==> config.mk <==
export PLATFORM = sky130hd
export DESIGN_NAME = sitcp_tx_framer
export DESIGN_NICKNAME = d
export VERILOG_FILES = /design/src/rtl/sitcp_tx_framer.sv
export SDC_FILE = /design/constraint.sdc
export NUM_CORES = 1
export LEC_CHECK = 0
export CAP_MARGIN = 20
export CORE_MARGIN = 2
export CORE_UTILIZATION = 52
export DETAILED_ROUTE_END_ITERATION = 8
export MAX_ROUTING_LAYER = met4
export PLACE_DENSITY = 0.77
export SLEW_MARGIN = 30
export SYNTH_ARGS = -nofsm -noshare
export SYNTH_HDL_FRONTEND = slang
export SYNTH_SLANG_ARGS = --single-unit
==> constraint.sdc <==
create_clock -name CLK -period 3.2 [get_ports CLK]
set_clock_uncertainty 0.2 [all_clocks]
set_input_delay 0.96 -clock CLK [delete_from_list [all_inputs] [get_ports CLK]]
set_output_delay 0.96 -clock CLK [all_outputs]
set_load 0.1 [all_outputs]
==> src/rtl/sitcp_tx_framer.sv <==
// sitcp_tx_framer: packs a 32-bit word stream into framed bytes for the SiTCP
// TCP transmit interface. Frame = MAGIC, SEQ, LEN header (6 bytes), payload
// words MSB first, then one XOR byte over the payload.
module sitcp_tx_framer #(
  parameter int unsigned FRAME_WORDS = 256,
  parameter logic [15:0] MAGIC       = 16'hEB90
) (
  input  logic        CLK,
  input  logic        RSTn,
  input  logic        TCP_OPEN,
  input  logic        TCP_TX_FULL,
  output logic        TCP_TX_WR,
  output logic [7:0]  TCP_TX_DATA,
  input  logic [31:0] DIN,
  input  logic        DIN_VALID,
  output logic        DIN_READY,
  output logic [31:0] FRAME_CNT,
  output logic        BUSY
);

  localparam logic [15:0] LEN    = 16'(FRAME_WORDS << 2);
  localparam logic [13:0] LAST_W = 14'(FRAME_WORDS - 1);

  typedef enum logic [1:0] {IDLE, HDR, PAY, TRL} state_t;

  state_t      state, state_n;
  logic [2:0]  idx;      // header byte index
  logic [13:0] wcnt;     // payload words fully sent in this frame
  logic [31:0] shreg;    // current word, next byte in [31:24]
  logic [2:0]  bcnt;     // bytes still pending in shreg, 0 = empty
  logic [7:0]  xor_r;
  logic [15:0] seq_r;
  logic        emit;
  logic [7:0]  byte_n;
  logic [7:0]  hdr_byte;
  logic        load;

  // Ready only when the shift register is drained, so a word is never overwritten.
  assign DIN_READY = (state == PAY) && (bcnt == 3'd0) && TCP_OPEN;
  assign load      = DIN_READY && DIN_VALID;
  assign BUSY      = (state != IDLE);

  // Header byte selected by idx.
  always_comb begin
    hdr_byte = 8'h00;
    case (idx)
      3'd0:    hdr_byte = MAGIC[15:8];
      3'd1:    hdr_byte = MAGIC[7:0];
      3'd2:    hdr_byte = seq_r[15:8];
      3'd3:    hdr_byte = seq_r[7:0];
      3'd4:    hdr_byte = LEN[15:8];
      3'd5:    hdr_byte = LEN[7:0];
      default: hdr_byte = 8'h00;
    endcase
  end

  // Next state and byte-emit decision; a byte goes out only while FULL is low.
  always_comb begin
    state_n = state;
    emit    = 1'b0;
    byte_n  = 8'h00;
    case (state)
      IDLE: if (DIN_VALID) state_n = HDR;
      HDR: begin
        emit   = !TCP_TX_FULL;
        byte_n = hdr_byte;
        if (emit && idx == 3'd5) state_n = PAY;
      end
      PAY: begin
        emit   = !TCP_TX_FULL && (bcnt != 3'd0);
        byte_n = shreg[31:24];
        if (emit && bcnt == 3'd1 && wcnt == LAST_W) state_n = TRL;
      end
      TRL: begin
        emit   = !TCP_TX_FULL;
        byte_n = xor_r;
        if (emit) state_n = IDLE;
      end
      default: state_n = IDLE;
    endcase
    // Losing the connection overrides everything and drops the partial frame.
    if (!TCP_OPEN) begin
      state_n = IDLE;
      emit    = 1'b0;
    end
  end

  // State register.
  always_ff @(posedge CLK or negedge RSTn) begin
    if (!RSTn) state <= IDLE;
    else       state <= state_n;
  end

  // Datapath: output byte register, counters, shift register, checksum, seq.
  always_ff @(posedge CLK or negedge RSTn) begin
    if (!RSTn) begin
      TCP_TX_WR   <= 1'b0;
      TCP_TX_DATA <= 8'h00;
      FRAME_CNT   <= 32'd0;
      idx         <= 3'd0;
      wcnt        <= 14'd0;
      shreg       <= 32'd0;
      bcnt        <= 3'd0;
      xor_r       <= 8'h00;
      seq_r       <= 16'd0;
    end else if (!TCP_OPEN) begin
      TCP_TX_WR <= 1'b0;
      FRAME_CNT <= 32'd0;
      idx       <= 3'd0;
      wcnt      <= 14'd0;
      shreg     <= 32'd0;
      bcnt      <= 3'd0;
      xor_r     <= 8'h00;
      seq_r     <= 16'd0;
    end else begin
      TCP_TX_WR <= emit;
      if (emit) TCP_TX_DATA <= byte_n;
      case (state)
        IDLE: idx <= 3'd0;
        HDR: if (emit) begin
          idx <= idx + 3'd1;
          if (idx == 3'd5) wcnt <= 14'd0;
        end
        PAY: begin
          if (load) begin
            shreg <= DIN;
            bcnt  <= 3'd4;
          end else if (emit) begin
            shreg <= {shreg[23:0], 8'h00};
            bcnt  <= bcnt - 3'd1;
            xor_r <= xor_r ^ byte_n;
            if (bcnt == 3'd1) wcnt <= wcnt + 14'd1;
          end
        end
        TRL: if (emit) begin
          seq_r     <= seq_r + 16'd1;
          FRAME_CNT <= FRAME_CNT + 32'd1;
          xor_r     <= 8'h00;
        end
        default: ;
      endcase
    end
  end

endmodule
==> metrics, run 1 <==
outcome=finished, final reports clean; TritonCTS Buffers=17; Fmax=323 MHz; Hold Slack=0.276 ns; Post-synth top flop=dfrtp_1; Mapped Area=approximately 6300 µm²; DPL Wire Length=10700 µm; critical path type=primary input to output port; hold path cells=2; Post-synth EDFFs=0; antenna viol nets, final=0; worst path arrival time=between 1.5 and 2 ns; area fraction of the dominant cell type after synthesis=0.474; cell chain of the critical path=clkdlybuf4s50_1 > nand2_1 > nor2_4 > buf_12; hold path startpoint=TCP_TX_DATA[2]; most frequent cells after synthesis=dfrtp_1, nand2_1, o21ai_0; Setup Fix Bufs, Post-CTS=0; Reg2Reg Setup Slack=0.45 ns; first-pass GRT wire length=25800 µm; die area=13000 µm²; Tot GR Track Use=0.257; total number of vias=5630; RD Place Congestion=0.873; post-place instance area=around 7400 µm²; RSZ-0062 raised after global routing=no; largest net degree at the start of global routing=53; R2R cell count=8; warnings from Yosys=0; root buffer selected by CTS=clkbuf_16; htree depth=4; DRC violations left=0; Final Core Density=0.664; Crit-path slowest cell=clkdlybuf4s50_1; Netlist cell types=56; Final Slew Violations=0; Die W=114 µm; CTS clk-pin slew, worst paths=around 0.05 ns; synth-to-layout area growth=25.9%; Peak VDD IR=0.499 mV; most common cell in the synthesized netlist=dfrtp_1; Crit. End Element=output port; Boundary Pins=80; Synth Instances=between 600 and 700; PostCTS Resize Cnt=0; Post-Syn Nets=about 730; crit path time final=a little over 3 ns; TritonCTS clock tree=yes; final setup TNS=0 ns; Starting DRT DRC Count=approximately 550; leak pwr=between 3 and 4 nW; final WL=roughly 15000 µm; worst min path class=flip-flop to flip-flop; crit start category=primary input; Starting Density=0.527; row cnt=40; final setup violation count=0; Reg-to-Reg Start=state[0]; post-DR vias/cell=roughly 6; Max-slew headroom=0.628; core box area=~12000 µm²; Longest Clk Path Bufs=2; Async SR Flop Fraction=1.00; cell taking the most area after synthesis=dfrtp_1; Slew @ Worst Pin=roughly 0.56 ns; First-pass DRT Iterations=7; post-cts hold buffer count=0; PortBufs=roughly 80; R2R Path End=FRAME_CNT[21]; worst hold endpoint=TCP_TX_DATA[2]; gr ovfl total=0; Power Total=4.85 mW; synthesized flop and latch total=between 100 and 150; WL/cell=~16 µm; Clock Sinks=119; Power per Cell Area=just over 600 nW/µm²; slowest stage delay, CP=around 0.50 ns; Avg Cell Area, Syn=just over 9 µm²; Die H=114 µm; Critical Path RT=~2.0 ns; Worst-Skew Late Latency=about 0.41 ns; Seq/Total Area, Yosys=0.474; Synth area leaders=dfrtp_1, o21ai_0, nand2_1, a21oi_1, ha_1; Antenna Cells=0; fin nets=831; final hold viol count=0; CP max FO=3; layout cell share with drive strength beyond 1=0.155; max-cap violations=0; fin crit share=0.967; vias in the first global route=between 5000 and 6000; post-route cell area=7910 µm²; antenna violations before repair=0
-- per-layer routing --
metal | track usage | wire length [µm] | up-vias
met5 | - | 0 | -
met4 | 0.0846 | 230 | 0
met3 | 0.0654 | 695 | 16
met2 | 0.399 | 7440 | 163
met1 | 0.334 | 7050 | 2754
li1 | - | - | 2697
-- power by group --
group / internal [mW] / switching, mW
Clock: 1.12 / 0.654
Combinational: 0.427 / 0.926
Sequential: 1.64 / 0.0853
-- worst max-delay path, delay by kind of cell --
family	cells	cell delay, ns
buf+inv	2	0.69
simple gates	2	0.29
-- cell families after synthesis --
logic type | Yosys count | synth area share
AOI/OAI and AO/OA | 197 | 0.202
xor gates and xnor gates | 27 | 0.0376
adders and majority gates | 15 | 0.0299
buffers and inverters | 67 | 0.0428
DFF | 119 | 0.474
muxes | 4 | 0.00657
and+or+nand+nor | 252 | 0.207
-- worst max-delay path by stage --
stage                           start       endpoint  slack (ns)  cells past startpoint
after detailed placement  TCP_TX_FULL  FRAME_CNT[30]       -0.20                      6
after global routing         TCP_OPEN      DIN_READY        0.04                      4
after global placement    TCP_TX_FULL  FRAME_CNT[19]       -0.14                      7
after floorplan              TCP_OPEN      DIN_READY        0.19                      3
final                        TCP_OPEN      DIN_READY        0.10                      4
after CTS                    TCP_OPEN      DIN_READY        0.10                      4
-- through the flow --
step,std cells,setup slack [ns]
floorplan,681,0.185
global placement,907,-0.144
detailed placement,907,-0.196
finish,939,0.105
global route,939,0.0448
CTS,939,0.102
-- cell type report --
| type | count | area, µm² |
|---|---|---|
| sequential | 119 | 2980 |
| tap | 147 | 184 |
| clock buffer | 24 | 482 |
| inverter | 25 | 93.8 |
| fill | 975 | 4000 |
| timing repair buffer | 121 | 1060 |
| clock inverter | 8 | 72.6 |
| multi-input combinational | 495 | 3040 |
-- flip-flops by register name, summed over array words and instances (netlist names) --
register / cells
bcnt: 3
TCP_TX_WR: 1
idx: 3
state: 2
TCP_TX_DATA: 8
xor_r: 8
seq_r: 16
shreg: 32
wcnt: 14
FRAME_CNT: 32
-- layout by cell type, fill, tap and decap left out, types with 4 or more instances in the layout --
cell type and n:
nand2_1 76, a31oi_1 9, a21oi_1 51, o21ai_0 61, a22oi_1 10, a222oi_1 8
and3_1 14, a221o_1 9, nor2_1 43, and2_1 4, and4_1 4, dfrtp_1 119
clkbuf_16 17, nor3_1 12, nand4_1 16, xnor2_1 13, ha_1 15, nor4_1 4
clkinv_2 4, o31ai_1 10, or4_1 11, inv_1 25, xor2_1 14, buf_12 5
buf_4 81, or3_1 27, clkbuf_1 4, nand3_1 19, nand2b_1 4, a22o_1 8
o221ai_1 9, clkdlybuf4s50_1 35
Power figures use the tool's default switching activity.
==> run 2: changes to the inputs <==
ABC_CLOCK_PERIOD_IN_PS = 3200   (was unset)
==> results of run 2 <==
No change in the layout: final DEF, timing and power equal those of run 1.
==> run 3: changes to the inputs <==
CAP_MARGIN = unset   (was 20)
SLEW_MARGIN = 20   (was 30)
==> results of run 3 <==
No change in the layout: final DEF, timing and power equal those of run 1.
